`src/rtl/tx_pkg.sv`:
```
// Shared definitions for the symbol upsampler: FSM states, NCO width and
// tuning words for common sample-tick rates.
package tx_pkg;

    typedef enum logic [1:0] {
        IDLE  = 2'd0,
        PRIME = 2'd1,
        RUN   = 2'd2,
        DRAIN = 2'd3
    } tx_state_t;

    localparam int NCO_W = 32;

    // Tick period = 2^31 / FTW clocks.
    localparam logic [NCO_W-1:0] FTW_DIV1  = 32'h8000_0000;
    localparam logic [NCO_W-1:0] FTW_DIV2  = 32'h4000_0000;
    localparam logic [NCO_W-1:0] FTW_DIV4  = 32'h2000_0000;
    localparam logic [NCO_W-1:0] FTW_DIV8  = 32'h1000_0000;
    localparam logic [NCO_W-1:0] FTW_DIV16 = 32'h0800_0000;

endpackage

```
`src/rtl/sync_fifo_tx.sv`:
```
// Symbol FIFO with show-ahead read data. Push and pop may occur in the same
// cycle. A push when full or a pop when empty is ignored.
module sync_fifo_tx #(
    parameter int DATA_W = 16,
    parameter int DEPTH  = 16
) (
    input  logic                     clk,
    input  logic                     rst,
    input  logic                     push,
    input  logic [DATA_W-1:0]        push_data,
    input  logic                     pop,
    output logic [DATA_W-1:0]        pop_data,
    output logic                     full,
    output logic                     empty,
    output logic [$clog2(DEPTH):0]   level
);

    localparam int AW = $clog2(DEPTH);
    localparam logic [AW:0] FULL_LEVEL = (AW+1)'(DEPTH);

    logic [DATA_W-1:0] mem [DEPTH];
    logic [AW-1:0]     wr_ptr;
    logic [AW-1:0]     rd_ptr;
    logic              do_push;
    logic              do_pop;

    assign full     = (level == FULL_LEVEL);
    assign empty    = (level == '0);
    assign do_push  = push && !full;
    assign do_pop   = pop && !empty;
    assign pop_data = mem[rd_ptr];

    // Storage array; contents carry no reset.
    always_ff @(posedge clk) begin
        if (do_push) begin
            mem[wr_ptr] <= push_data;
        end
    end

    // Pointers and occupancy; pointers wrap naturally because DEPTH is a power of two.
    always_ff @(posedge clk or negedge rst) begin
        if (!rst) begin
            wr_ptr <= '0;
            rd_ptr <= '0;
            level  <= '0;
        end else begin
            if (do_push) wr_ptr <= wr_ptr + AW'(1);
            if (do_pop)  rd_ptr <= rd_ptr + AW'(1);
            level <= level + (AW+1)'(do_push) - (AW+1)'(do_pop);
        end
    end

endmodule

```
`src/rtl/symbol_upsample_tx.sv`:
```
// Transmit symbol upsampler: buffers symbols in a FIFO and emits each one as
// OSR samples (held or zero-stuffed) at ticks from a 32-bit NCO.
module symbol_upsample_tx
    import tx_pkg::*;
#(
    parameter int DATA_W      = 16,
    parameter int OSR         = 4,
    parameter int FIFO_DEPTH  = 16,
    parameter int PRIME_LEVEL = 4,
    parameter int ZERO_STUFF  = 0
) (
    input  logic                           clk,
    input  logic                           rst,
    input  logic [NCO_W-1:0]               i_sample_FTW,
    input  logic                           i_enable,
    input  logic [DATA_W-1:0]              i_sym_data,
    input  logic                           i_sym_valid,
    output logic                           o_sym_ready,
    output logic [DATA_W-1:0]              o_sample_data,
    output logic                           o_sample_valid,
    output logic                           o_sym_strobe,
    output logic                           o_underflow,
    input  logic                           i_clr_underflow,
    output logic [$clog2(FIFO_DEPTH):0]    o_fifo_level
);

    localparam int LVL_W = $clog2(FIFO_DEPTH) + 1;
    localparam int IDX_W = $clog2(OSR);
    localparam logic [IDX_W-1:0] IDX_LAST  = IDX_W'(OSR - 1);
    localparam logic [LVL_W-1:0] PRIME_LVL = LVL_W'(PRIME_LEVEL);

    tx_state_t         state;
    tx_state_t         state_nxt;
    logic [NCO_W-1:0]  phase;
    logic [IDX_W-1:0]  idx;
    logic [DATA_W-1:0] cur;
    logic [DATA_W-1:0] fifo_head;
    logic [DATA_W-1:0] sym_next;
    logic [DATA_W-1:0] sample_nxt;
    logic              tick;
    logic              fire;
    logic              first_tick;
    logic              at_first;
    logic              at_last;
    logic              full;
    logic              empty;
    logic              push;
    logic              pop;
    logic              underflow_set;

    // Ready only outside reset, so nothing is accepted while the FIFO is being cleared.
    assign o_sym_ready   = rst && !full;
    assign push          = i_sym_valid && o_sym_ready;

    assign tick          = phase[NCO_W-1];
    assign fire          = tick && ((state == RUN) || (state == DRAIN));
    assign at_first      = (idx == '0);
    assign at_last       = (idx == IDX_LAST);
    assign first_tick    = fire && (state == RUN) && at_first;
    assign pop           = first_tick && !empty;
    assign underflow_set = first_tick && empty;
    assign sym_next      = empty ? '0 : fifo_head;
    assign sample_nxt    = at_first ? sym_next : ((ZERO_STUFF != 0) ? '0 : cur);

    sync_fifo_tx #(
        .DATA_W (DATA_W),
        .DEPTH  (FIFO_DEPTH)
    ) u_fifo (
        .clk       (clk),
        .rst       (rst),
        .push      (push),
        .push_data (i_sym_data),
        .pop       (pop),
        .pop_data  (fifo_head),
        .full      (full),
        .empty     (empty),
        .level     (o_fifo_level)
    );

    // FSM state register.
    always_ff @(posedge clk or negedge rst) begin
        if (!rst) state <= IDLE;
        else      state <= state_nxt;
    end

    // Next-state logic; leaving RUN on the last sample skips DRAIN.
    always_comb begin
        state_nxt = state;
        case (state)
            IDLE:    if (i_enable) state_nxt = PRIME;
            PRIME: begin
                if (!i_enable)                        state_nxt = IDLE;
                else if (o_fifo_level >= PRIME_LVL)   state_nxt = RUN;
            end
            RUN:     if (tick && !i_enable) state_nxt = at_last ? IDLE : DRAIN;
            DRAIN:   if (tick && at_last)   state_nxt = IDLE;
            default: state_nxt = IDLE;
        endcase
    end

    // NCO accumulator: the tick bit is dropped before each add, held at zero in IDLE.
    always_ff @(posedge clk or negedge rst) begin
        if (!rst)               phase <= '0;
        else if (state == IDLE) phase <= '0;
        else                    phase <= {1'b0, phase[NCO_W-2:0]} + i_sample_FTW;
    end

    // Sample index within the current symbol; parked at 0 outside RUN/DRAIN.
    always_ff @(posedge clk or negedge rst) begin
        if (!rst)                                     idx <= '0;
        else if (fire)                                idx <= at_last ? '0 : idx + IDX_W'(1);
        else if (state != RUN && state != DRAIN)      idx <= '0;
    end

    // Current symbol register, loaded at index 0 (zero on underflow).
    always_ff @(posedge clk) begin
        if (first_tick) cur <= sym_next;
    end

    // Registered sample outputs, one clock after the tick; data cleared in IDLE.
    always_ff @(posedge clk or negedge rst) begin
        if (!rst) begin
            o_sample_valid <= 1'b0;
            o_sym_strobe   <= 1'b0;
            o_sample_data  <= '0;
        end else begin
            o_sample_valid <= fire;
            o_sym_strobe   <= fire && at_first;
            if (fire)               o_sample_data <= sample_nxt;
            else if (state == IDLE) o_sample_data <= '0;
        end
    end

    // Sticky underflow flag; a new underflow wins over a clear in the same cycle.
    always_ff @(posedge clk or negedge rst) begin
        if (!rst)                 o_underflow <= 1'b0;
        else if (underflow_set)   o_underflow <= 1'b1;
        else if (i_clr_underflow) o_underflow <= 1'b0;
    end

endmodule

```
`config.mk`:
```
export PLATFORM = sky130hd
export DESIGN_NAME = symbol_upsample_tx
export DESIGN_NICKNAME = d
export VERILOG_FILES = /design/src/rtl/tx_pkg.sv /design/src/rtl/sync_fifo_tx.sv /design/src/rtl/symbol_upsample_tx.sv
export SDC_FILE = /design/constraint.sdc
export NUM_CORES = 1
export LEC_CHECK = 0
export BUFFER_PORTS_ARGS = -buffer_cell sky130_fd_sc_hd__buf_2
export CAP_MARGIN = 20
export CELL_PAD_IN_SITES_DETAIL_PLACEMENT = 0
export CELL_PAD_IN_SITES_GLOBAL_PLACEMENT = 1
export CORE_ASPECT_RATIO = 0.7
export CORE_MARGIN = 2
export CORE_UTILIZATION = 50
export DETAILED_ROUTE_END_ITERATION = 10
export GPL_ROUTABILITY_DRIVEN = 0
export GPL_TIMING_DRIVEN = 1
export PLACE_DENSITY = 0.84
export SLEW_MARGIN = 20
export SYNTH_ARGS = -nofsm -noshare
export SYNTH_HDL_FRONTEND = slang
export SYNTH_HIERARCHICAL = 1
export SYNTH_SLANG_ARGS = --single-unit
```
`constraint.sdc`:
```
create_clock -name clk -period 6 [get_ports clk]
set_input_delay 0.3 -clock clk [delete_from_list [all_inputs] [get_ports clk]]
set_output_delay 0.3 -clock clk [all_outputs]
set_load 0.05 [all_outputs]
```
==> results of run 1 <==
==> what timing repair did <==
item                      in CTS  in global routing
gates resized for setup        0                  0
hold buffers                   4                  0
hold endpoints to repair      35                  0
==> flip-flops by register name, indices dropped and copies added (netlist names) <==
| name | flops |
|---|---|
| phase | 32 |
| u_fifo/rd_ptr | 4 |
| state | 2 |
| u_fifo/wr_ptr | 4 |
| o_sym_strobe | 1 |
| o_sample_data | 16 |
| u_fifo/mem | 256 |
| u_fifo/level | 5 |
| idx | 2 |
| o_underflow | 1 |
| o_sample_valid | 1 |
| cur | 16 |
==> cells by family after synthesis <==
| group | after synthesis |
|---|---|
| AOI/OAI and AO/OA | 196 |
| xor gates and xnor gates | 30 |
| adders and majority gates | 46 |
| buffers and inverters | 71 |
| DFF | 340 |
| muxes | 118 |
| and+or+nand+nor | 207 |
==> per-layer routing <==
metal / wire length [um] / global-route usage, %
met3: 2140 / 3.92
met5: 0 / 0
met1: 15900 / 32.9
met4: 529 / 4.90
met2: 14800 / 31.6
==> path summary, 6_finish.rpt <==
| kind | start | end | depth (start not counted) |
|---|---|---|---|
| setup reg to reg | idx[0]$_DFFE_PN0P_ | u_fifo/level[4]$_DFF_PN0_ | 15 |
| setup / recovery | idx[0]$_DFFE_PN0P_ | u_fifo/level[4]$_DFF_PN0_ | 15 |
| hold reg to reg | o_sample_data[11]$_DFFE_PN0P_ | o_sample_data[11]$_DFFE_PN0P_ | 2 |
| max in group asynchronous | rst | u_fifo/rd_ptr[0]$_DFFE_PN0P_ | 3 |
| hold / removal | i_sample_FTW[0] | phase[0]$_DFF_PN0_ | 3 |
| min in group asynchronous | rst | phase[8]$_DFF_PN0_ | 2 |
==> critical path: cells and delay by family, from the launching register on <==
family          cells  cell delay (ns)
fa+ha+maj           4             1.60
simple gates        6             1.11
buf+inv             3             0.39
flops               1             0.38
compound gates      1             0.15
xor+xnor            1             0.13
==> power groups by stage <==
| stage | combinational [uW] | sequential [uW] | clock, uW |
|---|---|---|---|
| finish | 3410 | 3240 | 2040 |
| global route | 3720 | 3290 | 2170 |
| CTS | 3400 | 3250 | 2070 |
| detailed placement | 3380 | 3300 | 0 |
| global placement | 3340 | 3290 | 0 |
| floorplan | 2530 | 3360 | 0 |
==> cell usage in the layout, fill, tap and decap left out, types with 6 or more instances in the layout <==
cell,synthesis,final
edfxtp_1,272,272
mux2i_1,85,85
buf_2,8,76
nand2_1,71,71
dfrtp_1,68,67
o21ai_0,54,54
nor2_1,49,47
ha_1,44,44
a21oi_1,38,38
mux4_2,32,32
clkbuf_16,0,31
a221oi_2,30,30
nor2b_1,25,25
inv_1,21,21
buf_4,7,19
xor2_1,16,16
a22oi_1,16,16
xnor2_1,14,14
and2_1,11,10
o21ai_1,8,8
a21o_1,8,8
clkbuf_1,18,8
nand3_1,7,7
nand2b_1,7,7
nand4_1,6,6
nor3_1,6,6
clkinv_2,0,6
==> metrics by stage <==
step | power (uW) | hold WS, ns
after global routing | 9180 | 0.0831
after detailed placement | 6680 | 0.306
after CTS | 8720 | 0.0601
after global placement | 6630 | 0.306
after floorplan | 5890 | 0.00441
final | 8690 | 0.0656
==> layout make-up <==
type / count / area (um2)
diodes: 2 / 5.00
clock buffers: 39 / 806
clock inverters: 19 / 235
fillers: 2333 / 12900
inverters: 23 / 86.3
multi-input cells: 597 / 5020
flip-flops and latches: 340 / 9870
well taps: 412 / 515
repair buffers: 99 / 563
==> flow_summary.ini, run 1 <==
[pwr]
power.switching_fraction_pct = 37.4
cell_int_power_uw = 5440
power.share.clock_pct = 23.4
irDropWorstVdd_mv = 0.252
p_leak_uw = 0.00641
sequentialPowerShare_pct = 37.3
switching_power_uw = 3250
cellPowerDensity_nw_per_um2 = 508
power_frac_comb_pct = 39.3

[placed_design]
dp_cells = 1466
placement.io_buffers = 77
preCtsSetupSlack_ns = 2.12
dpl_cell_area_um2 = 16000
detailed_placement_wirelength_estimate_um = 21400

[grt]
antenna_found_initial = 2
global_route.overflow_total = 0
grt_pass1_wl_um = 51300
globalRouteTotalUtil_pct = 21.4
grt_pass1_vias = 8686
grt_start_max_net_pins = 52

[routing]
routed_wl_um = 33400
initialDrtViolationCount = 788
drtAntennaViolNets = 0
detailroute.via_count = 8909
drt_first_pass_iters = 5
route.detailed.drc = 0
viasPerCell = 5.82
routedWlPerCell_um = 21.8

[yosys]
ys_warn_count = 6
ys_seq_elements = 340
synth-main-ff-cell = edfxtp_1
main_combinational_cell_family_by_area_after_synthesis = multiplexers
synthCells = 1008
synth.avg_cell_area_um2 = 15.1
yosys.cell_types.count = 71
synth_nets = 1107
synth_area_leader_cell = edfxtp_1
synth.top_cells.by_area = edfxtp_1, dfrtp_1, mux2i_1, mux4_2, ha_1
syn-cell-area_um2 = 15300
area_share_of_the_largest_cell_type_after_synthesis_pct = 53.5
synth-edff-count = 272
synth_simple_gate_area_share_pct = 6.74
most_instantiated_library_cell_after_synthesis = edfxtp_1
ys_seq_area_share_pct = 64.6
netlist_top_cells_count = edfxtp_1, mux2i_1, nand2_1
synth_adder_area_share_pct = 3.87
yosys-mux-area-fraction_pct = 10.4
synth-async-reset-ratio_pct = 20.0
post_synth_xor_area_fraction_pct = 1.72
fraction_of_the_mapped_netlist_area_in_compound_gates_pct = 9.89

[cells_and_area]
syn2layout_area_growth_pct = 12.0
finalNetCount = 1191
finalCoreUtilization_pct = 56.9
drive_gt1_share_pct = 20.5
layout_cell_area_excl_fill_um2 = 17100
finalNonFillerCells = 1531

[run_status]
status = finished clean

[critical_path]
worst_ep_required_time_ns = 6.51
rrSetupSlack_ns = 2.15
timing.critical_path.slowest_stage_cell = ha_1
setup.worst_path.end_class = flop
timing.critical_path.fanout_max = 18
critical_path_class = reg -> reg
cp_data_arrival_time_ns = 4.37
worst_path_largest_cell_delay_ns = 0.80
worstSetupStartpointType = flop
cell_chain_critical_path = inv_1 > ha_1 > and3_1 > nor2b_1 > buf_4 > nor2b_1 > nor2b_1 > ha_1 > inv_1 > ha_1 > fa_1 > a21oi_1 > nor2_1 > nor2_1 > xnor2_1

[sta]
skew_ns = 0.0147
final_critical_path_setup_slack_ns = 2.15
final_hold_viol_count = 0
period_needed_ns = 3.85
post-route-period-util_pct = 64.2
timing.final.setup_violations = 0
worst_pin_slew_ns = 1.14
slew-limit-headroom_pct = 24.1
setup_total_negative_slack_ns = 0
achievable_frequency_ghz = 0.260
slew_limit_fails = 0
rsz0062_at_grt = false

[cts]
clkTransAtPathRegs_ns = 0.07
numCtsBuffers = 31
clock_tree_buf_depth = 3
post-cts-setup-buffer-count = 0
clkLatencyLatePin_ns = 0.59
tritoncts = done
clock_sink_count = 340
cts_htree_levels = 1
cts_root_buf = clkbuf_16

[floorplan]
die_area_um2 = 32000
start_util_pct = 50.8
ios = 78
rows = 53
die_width_um = 213
chipHeight_um = 150
floorplan.core_area_um2 = 30000

[run]
drv.max_cap_violation_count = 0

[hold_path]
hp-class = in -> reg
Power figures use the tool's default switching activity.
==> run 2: changes to the inputs <==
Settings changed: CORE_UTILIZATION 50 to 47, PLACE_DENSITY 0.84 to 0.83.
Clock period 6 ns to 3.2 ns, I/O delays scaled along.
==> flow_summary.ini, run 2 (synthesis results as in run 1) <==
[cells_and_area]
largest_reg_flops = 256
multi_input_comb_area_um2 = 5080
drive_gt1_share_pct = 23.2
registers.top_by_ff_count = u_fifo/mem
finalNetCount = 1222
diodes = 0
syn2layout_area_growth_pct = 15.0
mostFrequentLayoutCell = edfxtp_1
seq_area_um2 = 9880
commonest_non_fill_non_tap_cells_in_the_layout = edfxtp_1, mux2i_1, buf_2
final.fill_count = 2531
layout_top_registers = u_fifo/mem x256, phase x32

[routing]
drt_first_pass_iters = 5
routed_wl_um = 34400
initialDrtViolationCount = 869
routedWlPerCell_um = 21.8
drtAntennaViolNets = 0
viasPerCell = 5.69
detailroute.via_count = 8974
route.detailed.drc = 0

[placed_design]
placement.io_buffers = 77
detailed_placement_wirelength_estimate_um = 22500
preCtsSetupSlack_ns = 0.302

[cts]
numCtsBuffers = 34
tritoncts = done
clkTransAtPathRegs_ns = 0.06
clkLatencyLatePin_ns = 0.54
cts_htree_levels = 2
clock_sink_count = 340
clock_tree_buf_depth = 3
cts_root_buf = clkbuf_16

[critical_path]
worst_path_largest_cell_delay_ns = 0.39
timing.critical_path.slowest_stage_cell = dfrtp_2
worstSetupStartpointType = flop
worst_ep_required_time_ns = 3.67
setup.worst_path.end_class = flop
critical_path_class = reg -> reg
timing.critical_path.fanout_max = 7
cp_data_arrival_time_ns = 3.37
cp_common_cell = ha_1
crit_buf_inv = 3
cell_chain_critical_path = inv_2 > ha_1 > and4bb_1 > nor2b_4 > and2_1 > nor2b_1 > inv_2 > ha_1 > inv_1 > ha_1 > fa_2 > a21oi_1 > nor2_1 > nor2_1 > xnor2_1
crit_family = adder cells

[sta]
period_needed_ns = 2.91
slew_limit_fails = 0
worst_pin_slew_ns = 0.918
rsz0062_at_grt = false
slew-limit-headroom_pct = 38.8
final_hold_viol_count = 0
achievable_frequency_ghz = 0.344
skew_ns = 0.0301
setup_total_negative_slack_ns = 0
post-route-period-util_pct = 90.9
final_critical_path_setup_slack_ns = 0.292
timing.final.setup_violations = 0
holdWs_ns = 0.0114

[grt]
grt_start_max_net_pins = 69
globalRouteTotalUtil_pct = 20.7
grt_pass1_vias = 8821
grt_pass1_wl_um = 52600
global_route.overflow_total = 0
antenna_found_initial = 2

[pwr]
p_leak_uw = 0.00662
power.switching_fraction_pct = 37.4
irDropWorstVdd_mv = 0.442
power_frac_comb_pct = 39.9
cell_int_power_uw = 10600
power.share.clock_pct = 24.5
switching_power_uw = 6310
sequentialPowerShare_pct = 35.6
cellPowerDensity_nw_per_um2 = 963

[floorplan]
start_util_pct = 47.5
ios = 78
die_area_um2 = 34000
rows = 55
die_width_um = 219
floorplan.core_area_um2 = 32100
chipHeight_um = 155

[hold_path]
hp-class = in -> reg

[run_status]
status = finished clean

[run]
drv.max_cap_violation_count = 0
## run 2: cell type report
| type | count | area share [%] |
|---|---|---|
| Timing Repair Buffer | 127 | 4.65 |
| Sequential cell | 340 | 56.3 |
| Multi-Input combinational cell | 597 | 28.9 |
| Clock buffer | 42 | 5.14 |
| Clock inverter | 20 | 1.48 |
| Inverter | 23 | 0.492 |
| Tap cell | 427 | 3.04 |
## run 2: worst register-to-register path, stage by stage (launching register included)
cell and delay, ns:
dfrtp_2 0.39, inv_2 0.05, ha_1 0.20, and4bb_1 0.24, nor2b_4 0.13, and2_1 0.12
nor2b_1 0.19, inv_2 0.16, ha_1 0.31, inv_1 0.04, ha_1 0.21, fa_2 0.38
a21oi_1 0.14, nor2_1 0.05, nor2_1 0.11, xnor2_1 0.12
## run 2: final timing paths
path	endpoint	cells past startpoint	slack [ns]	startpoint
worst max-delay path	u_fifo/level[4]$_DFF_PN0_	15	0.29	u_fifo/level[2]$_DFF_PN0_
worst min-delay path	u_fifo/mem[2][6]$_DFFE_PP_	1	0.01	i_sym_data[6]
worst max register to register	u_fifo/level[4]$_DFF_PN0_	15	0.29	u_fifo/level[2]$_DFF_PN0_
worst min register to register	o_sample_data[1]$_DFFE_PN0P_	2	0.48	o_sample_data[1]$_DFFE_PN0P_
max in group asynchronous	u_fifo/rd_ptr[0]$_DFFE_PN0P_	3	1.97	rst
min in group asynchronous	phase[27]$_DFF_PN0_	3	0.52	rst
## run 2: per-layer routing
metal	global-route usage, %	wire length [um]
met1	32.2	16400
met4	5.60	692
met5	0	12
met2	30.0	15000
met3	3.34	2300
## run 2: through the flow
step / instances / power (uW) / util [%] / cell area (um2)
floorplan: 1008 / 11100 / - / 15300
CTS: 1576 / 16900 / 54.6 / 17500
global route: 1576 / 17800 / 54.6 / 17600
finish: 1576 / 16900 / 54.6 / 17600
detailed placement: 1503 / 12800 / 50.6 / 16300
global placement: 1503 / 12600 / 50.6 / 16300
## run 2: repair_timing
| action | 4_1_cts | 5_1_grt |
|---|---|---|
| buffers inserted | 0 | 0 |
| endpoints found under the setup margin | 0 | 0 |
| gates resized for setup | 0 | 0 |
| hold endpoints to repair | 140 | 0 |
| hold buffers | 11 | 0 |
## run 2: power by group through the flow
| stage | Sequential (uW) | Combinational, uW | Clock [uW] |
|---|---|---|---|
| finish | 6020 | 6740 | 4130 |
| floorplan | 6310 | 4780 | 0 |
| CTS | 6030 | 6700 | 4210 |
| global placement | 6080 | 6560 | 0 |
| detailed placement | 6110 | 6650 | 0 |
| global route | 6100 | 7330 | 4370 |
==> run 3: changes to the inputs <==
Settings changed: CORE_ASPECT_RATIO 0.7 to unset, PLACE_DENSITY 0.83 to unset, PLACE_DENSITY_LB_ADDON set to 0.1.
==> flow_summary.ini, run 3 (synthesis results as in run 1) <==
[cts]
numCtsBuffers = 38
cts_htree_levels = 2
tritoncts = done
clkLatencyLatePin_ns = 0.54
cts.repair.resized = 0
clock_tree_buf_depth = 3
clock_sink_count = 340
clkTransAtPathRegs_ns = 0.07
cts_root_buf = clkbuf_16

[floorplan]
ios = 78
chipHeight_um = 184
start_util_pct = 48.0
rows = 65
floorplan.core_area_um2 = 31800
die_width_um = 184
die_area_um2 = 33900

[critical_path]
worstSetupStartpointType = flop
timing.critical_path.slowest_stage_cell = dfrtp_2
worst_path_largest_cell_delay_ns = 0.39
cp_data_arrival_time_ns = 3.35
setup.worst_path.end_class = flop
timing.critical_path.fanout_max = 7
cp_common_cell = ha_1
worst_ep_required_time_ns = 3.65
critical_path_class = reg -> reg
r2r.worst_path.cells = 15
cell_chain_critical_path = inv_2 > ha_1 > and4bb_1 > nor2b_4 > and2_1 > nor2b_1 > inv_2 > ha_1 > inv_1 > ha_1 > fa_2 > a21oi_1 > nor2_1 > nor2_1 > xnor2_1

[pwr]
p_leak_uw = 0.00670
irDropWorstVdd_mv = 0.495
cellPowerDensity_nw_per_um2 = 955

[grt]
grt_pass1_wl_um = 51600
globalRouteTotalUtil_pct = 20.3
global_route.overflow_total = 0
grt_pass1_vias = 8735
grt_start_max_net_pins = 45
antenna_found_initial = 1

[routing]
routed_wl_um = 33400
drt_first_pass_iters = 5
route.detailed.drc = 0
detailroute.via_count = 8719
drtAntennaViolNets = 0
initialDrtViolationCount = 542
viasPerCell = 5.46
routedWlPerCell_um = 20.9

[cells_and_area]
finalNonFillerCells = 1597
layout_top_registers = u_fifo/mem x256, phase x32
commonest_non_fill_non_tap_cells_in_the_layout = edfxtp_1, mux2i_1, buf_2
mostFrequentLayoutCell = edfxtp_1
syn2layout_area_growth_pct = 16.0
drive_gt1_share_pct = 23.4
final.fill_count = 2592
largest_reg_flops = 256
registers.top_by_ff_count = u_fifo/mem
finalNetCount = 1231
diodes = 0

[sta]
holdWs_ns = 0.0120
skew_ns = 0.0237
slew_limit_fails = 0
setup_total_negative_slack_ns = 0
final_hold_viol_count = 0
slew-limit-headroom_pct = 54.5
timing.final.setup_violations = 0
rsz0062_at_grt = false
worst_pin_slew_ns = 0.682
achievable_frequency_ghz = 0.345
period_needed_ns = 2.90
post-route-period-util_pct = 90.6

[placed_design]
detailed_placement_wirelength_estimate_um = 21900
dp_cells = 1513
placement.io_buffers = 77

[run]
drv.max_cap_violation_count = 0

[hold_path]
hp-class = in -> reg
hold_path_depth = 1

[run_status]
status = finished clean
## run 3: path summary, 6_finish.rpt
path / startpoint / to / slack, ns
worst max register to register: u_fifo/level[2]$_DFF_PN0_ / u_fifo/level[4]$_DFF_PN0_ / 0.30
worst max-delay path: u_fifo/level[2]$_DFF_PN0_ / u_fifo/level[4]$_DFF_PN0_ / 0.30
max in group asynchronous: rst / phase[3]$_DFF_PN0_ / 1.97
worst min-delay path: i_sym_data[10] / u_fifo/mem[5][10]$_DFFE_PP_ / 0.01
worst min register to register: o_sample_data[2]$_DFFE_PN0P_ / o_sample_data[2]$_DFFE_PN0P_ / 0.50
min in group asynchronous: rst / u_fifo/wr_ptr[0]$_DFFE_PN0P_ / 0.30
## run 3: layout make-up
| cell class | instances | area (um2) | area share [%] |
|---|---|---|---|
| inverter | 23 | 86.3 | 0.487 |
| sequential | 340 | 9880 | 55.8 |
| timing repair buffer | 132 | 886 | 5.00 |
| clock inverter | 27 | 274 | 1.55 |
| tap | 435 | 544 | 3.07 |
| multi-input combinational | 597 | 5070 | 28.7 |
| clock buffer | 43 | 970 | 5.48 |
## run 3: worst max-delay path: cells and delay by family, from the launching register on
| kind | cells | cell delay [ns] |
|---|---|---|
| simple gates | 6 | 0.83 |
| fa+ha+maj | 4 | 1.09 |
| buf+inv | 3 | 0.25 |
| xor+xnor | 1 | 0.12 |
| compound gates | 1 | 0.14 |
| flops | 1 | 0.39 |
## run 3: metrics by stage
| stage | total power (uW) | instance area (um2) | utilization [%] | worst slack, ns |
|---|---|---|---|---|
| final | 16900 | 17700 | 55.7 | 0.301 |
| after global routing | 18000 | 17700 | 55.7 | 0.0266 |
| after CTS | 17100 | 17700 | 55.7 | 0.283 |
| after detailed placement | 12700 | 16300 | 51.3 | 0.324 |
| after global placement | 12700 | 16300 | 51.3 | 0.338 |
| after floorplan | 11100 | 15300 | - | 0.0296 |
## run 3: where the power goes
group          internal [uW]  switching [uW]  leakage (uW)
clock network           2530            1770      0.000610
registers               5540             483       0.00328
logic                   2600            3980       0.00281
## run 3: timing repair
item / 4_1_cts / 5_1_grt
hold endpoints to repair: 141 / 0
setup buffers: 0 / 0
endpoints found under the setup margin: 0 / 0
hold buffers: 14 / 0
## run 3: per-layer routing
layer  routed length (um)  global-route usage, %  vias up
met5                    0                      0        -
met4                  677                   4.99        0
met3                 1300                   2.81       51
met2                16700                   35.7      184
met1                14800                   26.8     4335
li1                     -                      -     4149
